`config.mk`:
```
export PLATFORM = sky130hd
export DESIGN_NAME = vga_axis_timing
export DESIGN_NICKNAME = d
export VERILOG_FILES = /design/src/rtl/vga_axis_timing.sv
export SDC_FILE = /design/constraint.sdc
export NUM_CORES = 1
export LEC_CHECK = 0
export ABC_CLOCK_PERIOD_IN_PS = 2000
export CAP_MARGIN = 20
export CORE_MARGIN = 5
export CORE_UTILIZATION = 42
export CTS_CLUSTER_SIZE = 25
export DETAILED_ROUTE_END_ITERATION = 8
export PLACE_DENSITY = 0.73
export SETUP_SLACK_MARGIN = 0.1
export SYNTH_ARGS = -nofsm -noshare
export SYNTH_HDL_FRONTEND = slang
export SYNTH_SLANG_ARGS = --single-unit
```
`constraint.sdc`:
```
create_clock -name clk_i -period 2 [get_ports clk_i]
set_input_delay 0.4 -clock clk_i [delete_from_list [all_inputs] [get_ports clk_i]]
set_output_delay 0.4 -clock clk_i [all_outputs]
set_load 0.01 [all_outputs]
```
`src/rtl/vga_axis_timing.sv`:
```
// Single-axis VGA timing generator: position counter plus a four-phase
// segment decoder (active, front porch, sync, back porch) with a run-time
// position compare. Chain two instances (horizontal wrap_o -> vertical ce_i)
// to build a full frame.
//
//   state     | meaning
//   ----------+---------------------------------------------
//   PH_ACTIVE | visible region, pos 0 .. E1-1
//   PH_FRONT  | front porch,    pos E1 .. E2-1
//   PH_SYNC   | sync pulse,     pos E2 .. E3-1
//   PH_BACK   | back porch,     pos E3 .. TOTAL-1
module vga_axis_timing #(
  parameter int unsigned WIDTH    = 11,
  parameter int unsigned ACTIVE   = 640,
  parameter int unsigned FRONT    = 16,
  parameter int unsigned SYNC     = 96,
  parameter int unsigned BACK     = 48,
  parameter bit          SYNC_POL = 1'b0
) (
  input  logic             clk_i,
  input  logic             rst_i,
  input  logic             ce_i,
  input  logic [WIDTH-1:0] cmp_val_i,
  output logic [WIDTH-1:0] pos_o,
  output logic [1:0]       phase_o,
  output logic             active_o,
  output logic             sync_o,
  output logic             wrap_o,
  output logic             cmp_hit_o
);

  localparam int unsigned     TOTAL = ACTIVE + FRONT + SYNC + BACK;
  localparam longint unsigned CAP   = 64'd1 << WIDTH;

  generate
    if (ACTIVE < 1 || FRONT < 1 || SYNC < 1 || BACK < 1 ||
        longint'(TOTAL) > CAP) begin : g_bad_params
      $error("vga_axis_timing: segment lengths must be >= 1 and TOTAL <= 2**WIDTH");
    end
  endgenerate

  // Boundaries carry one spare bit so TOTAL == 2**WIDTH is representable.
  localparam logic [WIDTH:0] E1   = (WIDTH+1)'(ACTIVE);
  localparam logic [WIDTH:0] E2   = (WIDTH+1)'(ACTIVE + FRONT);
  localparam logic [WIDTH:0] E3   = (WIDTH+1)'(ACTIVE + FRONT + SYNC);
  localparam logic [WIDTH:0] LAST = (WIDTH+1)'(TOTAL - 1);

  typedef enum logic [1:0] {
    PH_ACTIVE = 2'd0,
    PH_FRONT  = 2'd1,
    PH_SYNC   = 2'd2,
    PH_BACK   = 2'd3
  } phase_t;

  phase_t           phase_q, phase_d;
  logic [WIDTH-1:0] pos_q, pos_d;
  logic             active_q, active_d;
  logic             sync_q, sync_d;

  logic             at_last;
  logic [WIDTH-1:0] pos_inc;
  logic [WIDTH:0]   pos_nxt;

  assign at_last = ({1'b0, pos_q} == LAST);
  assign pos_inc = at_last ? '0 : pos_q + WIDTH'(1);
  assign pos_nxt = {1'b0, pos_inc};

  // Next-state: the phase follows the position the counter is about to take,
  // so registered phase/active/sync always line up with pos.
  always_comb begin
    pos_d   = pos_q;
    phase_d = phase_q;
    if (ce_i) begin
      pos_d = pos_inc;
      unique case (phase_q)
        PH_ACTIVE: if (pos_nxt == E1)  phase_d = PH_FRONT;
        PH_FRONT:  if (pos_nxt == E2)  phase_d = PH_SYNC;
        PH_SYNC:   if (pos_nxt == E3)  phase_d = PH_BACK;
        PH_BACK:   if (pos_nxt == '0) phase_d = PH_ACTIVE;
      endcase
    end
    active_d = (phase_d == PH_ACTIVE);
    sync_d   = (phase_d == PH_SYNC) ? SYNC_POL : ~SYNC_POL;
  end

  // State and registered outputs; reset wins over ce.
  always_ff @(posedge clk_i) begin
    if (rst_i) begin
      pos_q    <= '0;
      phase_q  <= PH_ACTIVE;
      active_q <= 1'b1;
      sync_q   <= ~SYNC_POL;
    end else begin
      pos_q    <= pos_d;
      phase_q  <= phase_d;
      active_q <= active_d;
      sync_q   <= sync_d;
    end
  end

  assign pos_o     = pos_q;
  assign phase_o   = phase_q;
  assign active_o  = active_q;
  assign sync_o    = sync_q;
  assign wrap_o    = ce_i & at_last & ~rst_i;
  assign cmp_hit_o = (cmp_val_i == pos_q);

endmodule

```
==> impl_metrics.csv <==
group,metric,value,unit
sta,clock_skew,0.002878,ns
placement,port_buffers,30,
clock_network,htree_num_levels,1,
global_route,grt_max_degree,17,
die,num_rows,19,
clock_network,cts_tree,"done",
sta,fmax,505.3,MHz
synth,postSynthRegisterBits,15,
sta,max_transition_viols_final,0,
placement,dpl.cell_count,215,
worst_setup_path,critPathLaunchType,"flop",
finish,area_growth_syn_to_layout,48.46,%
clock_network,ctsLongestPathBuffers,2,
finish,num_antenna_cells,0,
pwr,p_clk_share,32.2,%
pwr,power.net_switching,157.8,uW
global_route,gr-total-overflow,0,
synth,yosys.cell_types.count,45,
worst_setup_path,setup.reg_to_reg.worst_slack,0.02,ns
synth,synth_area_per_cell,8.488,sq um
synth,synth_area_leader_cell,"sky130_fd_sc_hd__dfxtp_1",
clock_network,tritoncts.num_buffers,3,
clock_network,clk-insertion-delay-late,0.30,ns
synth,syn_nets,154,
sta,hold-worst-slack,0.5116,ns
die,die_area,3969,sq um
pwr,power_per_cell_area,339.1,nW/um^2
worst_setup_path,timing.critical_path.to_type,"flop",
route,drt_wl_total,3562,um
pwr,power.share.sequential,51.5,%
synth,async_flop_share,0,%
pwr,power.share.switching,26.57,%
sta,rsz0062_at_grt,"true",
sta,setup_violations,0,
finish,final_design_area_no_fill,1752,sq um
worst_setup_path,worstReg2RegStart,"pos_o[1]$_SDFFE_PP0P_",
die,io_pins,31,
worst_setup_path,criticalPathCategory,"flop to flop",
synth,synthCells,139,
global_route,via_count_of_the_first_global_routing_pass,1277,
route,drt_first_pass_iters,4,
sta,finalWorstSetupSlack,0.02117,ns
outcome,status,"finished, final reports clean",
sta,fin_tns_setup,0,ns
pwr,ir_drop,0.0003516,V
placement,dp_worst_setup_slack,-0.3141,ns
finish,layout.core_utilization,64.07,%
route,route.vias.total,1254,
finish,layout_commonest_cell,"sky130_fd_sc_hd__clkdlybuf4s50_1",
route,wl_per_cell,16.05,um
synth,synth_enable_flop_cells,0,
global_route,grt_usage,17.00,%
sta,timing.final.crit_period,1.979,ns
pwr,comb_power_share,16.3,%
die,design.core.area,2734,sq um
synth,ys.warnings.count,0,
pwr,static-leakage-power,0.6641,nW
clock_network,path_clk_slew,0.10,ns
sta,max_slew.worst_pin.slew,0.2798,ns
clock_network,cts_num_sinks,15,
placement,gpl.final_weighted_congestion,0.8481,
hold_path,hold_path_depth,2,
sta,timing.max_slew.rel_slack,81.34,%
pwr,power.total,594.0,uW
finish,post_route_cells_drive_above_1_share,31.41,%
hold_path,timing.hold.worst.class,"flop to flop",
finish,most_used_cells_in_the_layout_excluding_fill_and_tap_cells,"sky130_fd_sc_hd__clkdlybuf4s50_1, sky130_fd_sc_hd__buf_4, sky130_fd_sc_hd__nor2_1",
hold_path,holdCritStartpoint,"phase_o[1]$_SDFF_PP0_",
route,ant_nets,0,
worst_setup_path,cp_data_arrival_time,2.21,ns
die,dieWidth,63,um
sta,timing.final.crit_share,98.94,%
hold_path,hold-path-endpoint,"phase_o[1]$_SDFF_PP0_",
global_route,antenna_violations_before_repair,0,
synth,synth.cell_area,1180,sq um
finish,design.final.nets,207,
synth,ranking_of_synthesized_cells_by_area,"sky130_fd_sc_hd__dfxtp_1, sky130_fd_sc_hd__xnor2_1, sky130_fd_sc_hd__nor2_1",
route,dr.first_iter.drc_count,75,
worst_setup_path,timing.critical_path.required,2.23,ns
synth,synth.top_cell.area_share,25.45,%
placement,detailed_place_hpwl,2484,um
clock_network,root_buffer,"sky130_fd_sc_hd__clkbuf_4",
placement,placement.cell_area,1627,sq um
synth,synthFlopType,"sky130_fd_sc_hd__dfxtp_1",
synth,yosysSeqAreaShare,25.45,%
finish,final_cells,222,
die,floorplan.initialDensity,43.16,%
sta,finalHoldViolCount,0,
worst_setup_path,worstRegToRegCells,10,
route,post-route-drc-count,0,
global_route,grt_pass1_wl,5526,um
worst_setup_path,crit_fanout,3,
route,via_per_inst,5.649,
flow_run,max_cap_violations,0,
pwr,p_int,436.2,uW
die,die_height,63,um
worst_setup_path,timing.rr.end,"phase_o[0]$_SDFF_PP0_",
critical path, stage by stage (launching register included):
cell,delay [ns]
sky130_fd_sc_hd__dfxtp_2,0.37
sky130_fd_sc_hd__ha_4,0.14
sky130_fd_sc_hd__nand4_1,0.21
sky130_fd_sc_hd__buf_6,0.21
sky130_fd_sc_hd__nor2_4,0.12
sky130_fd_sc_hd__o32ai_4,0.09
sky130_fd_sc_hd__buf_4,0.16
sky130_fd_sc_hd__nand4_1,0.08
sky130_fd_sc_hd__mux2i_1,0.22
sky130_fd_sc_hd__o21ai_1,0.14
sky130_fd_sc_hd__nor3_2,0.16
Yosys cell counts, drive strengths merged (2+ instances only):
library cell,number
nor2,16
dfxtp,15
xnor2,15
nand3,11
nand2,9
nand4,9
a21oi,7
buf,6
o21ai,6
xor2,5
clkbuf,4
mux2i,4
and4,3
nor3,3
a31oi,2
and2,2
inv,2
nand3b,2
nor2b,2
nor3b,2
or3,2
flip-flops by register name (all words and copies together) (netlist names):
signal / count
active_o: 1
phase_o: 2
pos_o: 11
sync_o: 1
power groups by stage:
stage	combinational [mW]	sequential [mW]	clock [mW]
2_1_floorplan	0.0354	0.317	0
3_3_place_gp	0.0908	0.312	0
3_5_place_dp	0.0938	0.312	0
5_1_grt	0.104	0.307	0.207
4_1_cts	0.0957	0.305	0.191
6_report	0.0970	0.306	0.191
layer usage:
layer / vias up / part of all wire [%] / global-route usage [%] / wire length, um
met5: - / 0 / 0 / 0
met4: 0 / 1.5 / 7.692 / 55
met3: 9 / 4.5 / 3.597 / 162
met2: 42 / 54 / 30.38 / 1909
met1: 601 / 40 / 18.91 / 1435
li1: 602 / - / - / -
worst max-delay path by stage:
stage / startpoint / end / slack, ns
after global placement: cmp_val_i[2] / cmp_hit_o / -0.26
after global routing: pos_o[1]$_SDFFE_PP0P_ / phase_o[0]$_SDFF_PP0_ / -0.09
after CTS: cmp_val_i[8] / cmp_hit_o / 0.11
after detailed placement: cmp_val_i[8] / cmp_hit_o / -0.31
after floorplan: pos_o[0]$_SDFFE_PP0P_ / sync_o$_SDFF_PP1_ / 0.13
final: pos_o[1]$_SDFFE_PP0P_ / phase_o[0]$_SDFF_PP0_ / 0.02
repair_timing:
item | CTS | global route
gates resized for setup | 14 | 13
setup endpoints to repair | 6 | 6
hold buffers | 0 | 0
pin swaps | 1 | 3
buffers inserted | 1 | 2
kinds of logic (layout without fill, tap and decap cells):
family	count (synthesis)	in the layout	synth area share, %
adders and majority gates	1	1	1.060
buffers and inverters	12	64	7.847
and+or+nand+nor	64	64	32.98
muxes	4	4	3.711
AOI/OAI and AO/OA	23	23	14.10
DFF	15	15	25.45
xor gates and xnor gates	20	20	14.85
layout make-up:
cell class,count,area (sq um)
Timing Repair Buffer,58,508.0
Tap cell,31,38.79
Sequential cell,15,310.3
Inverter,2,7.507
Multi-Input combinational cell,112,860.8
Clock buffer,4,26.28
Fill cell,236,982.2
Power figures use the tool's default switching activity.
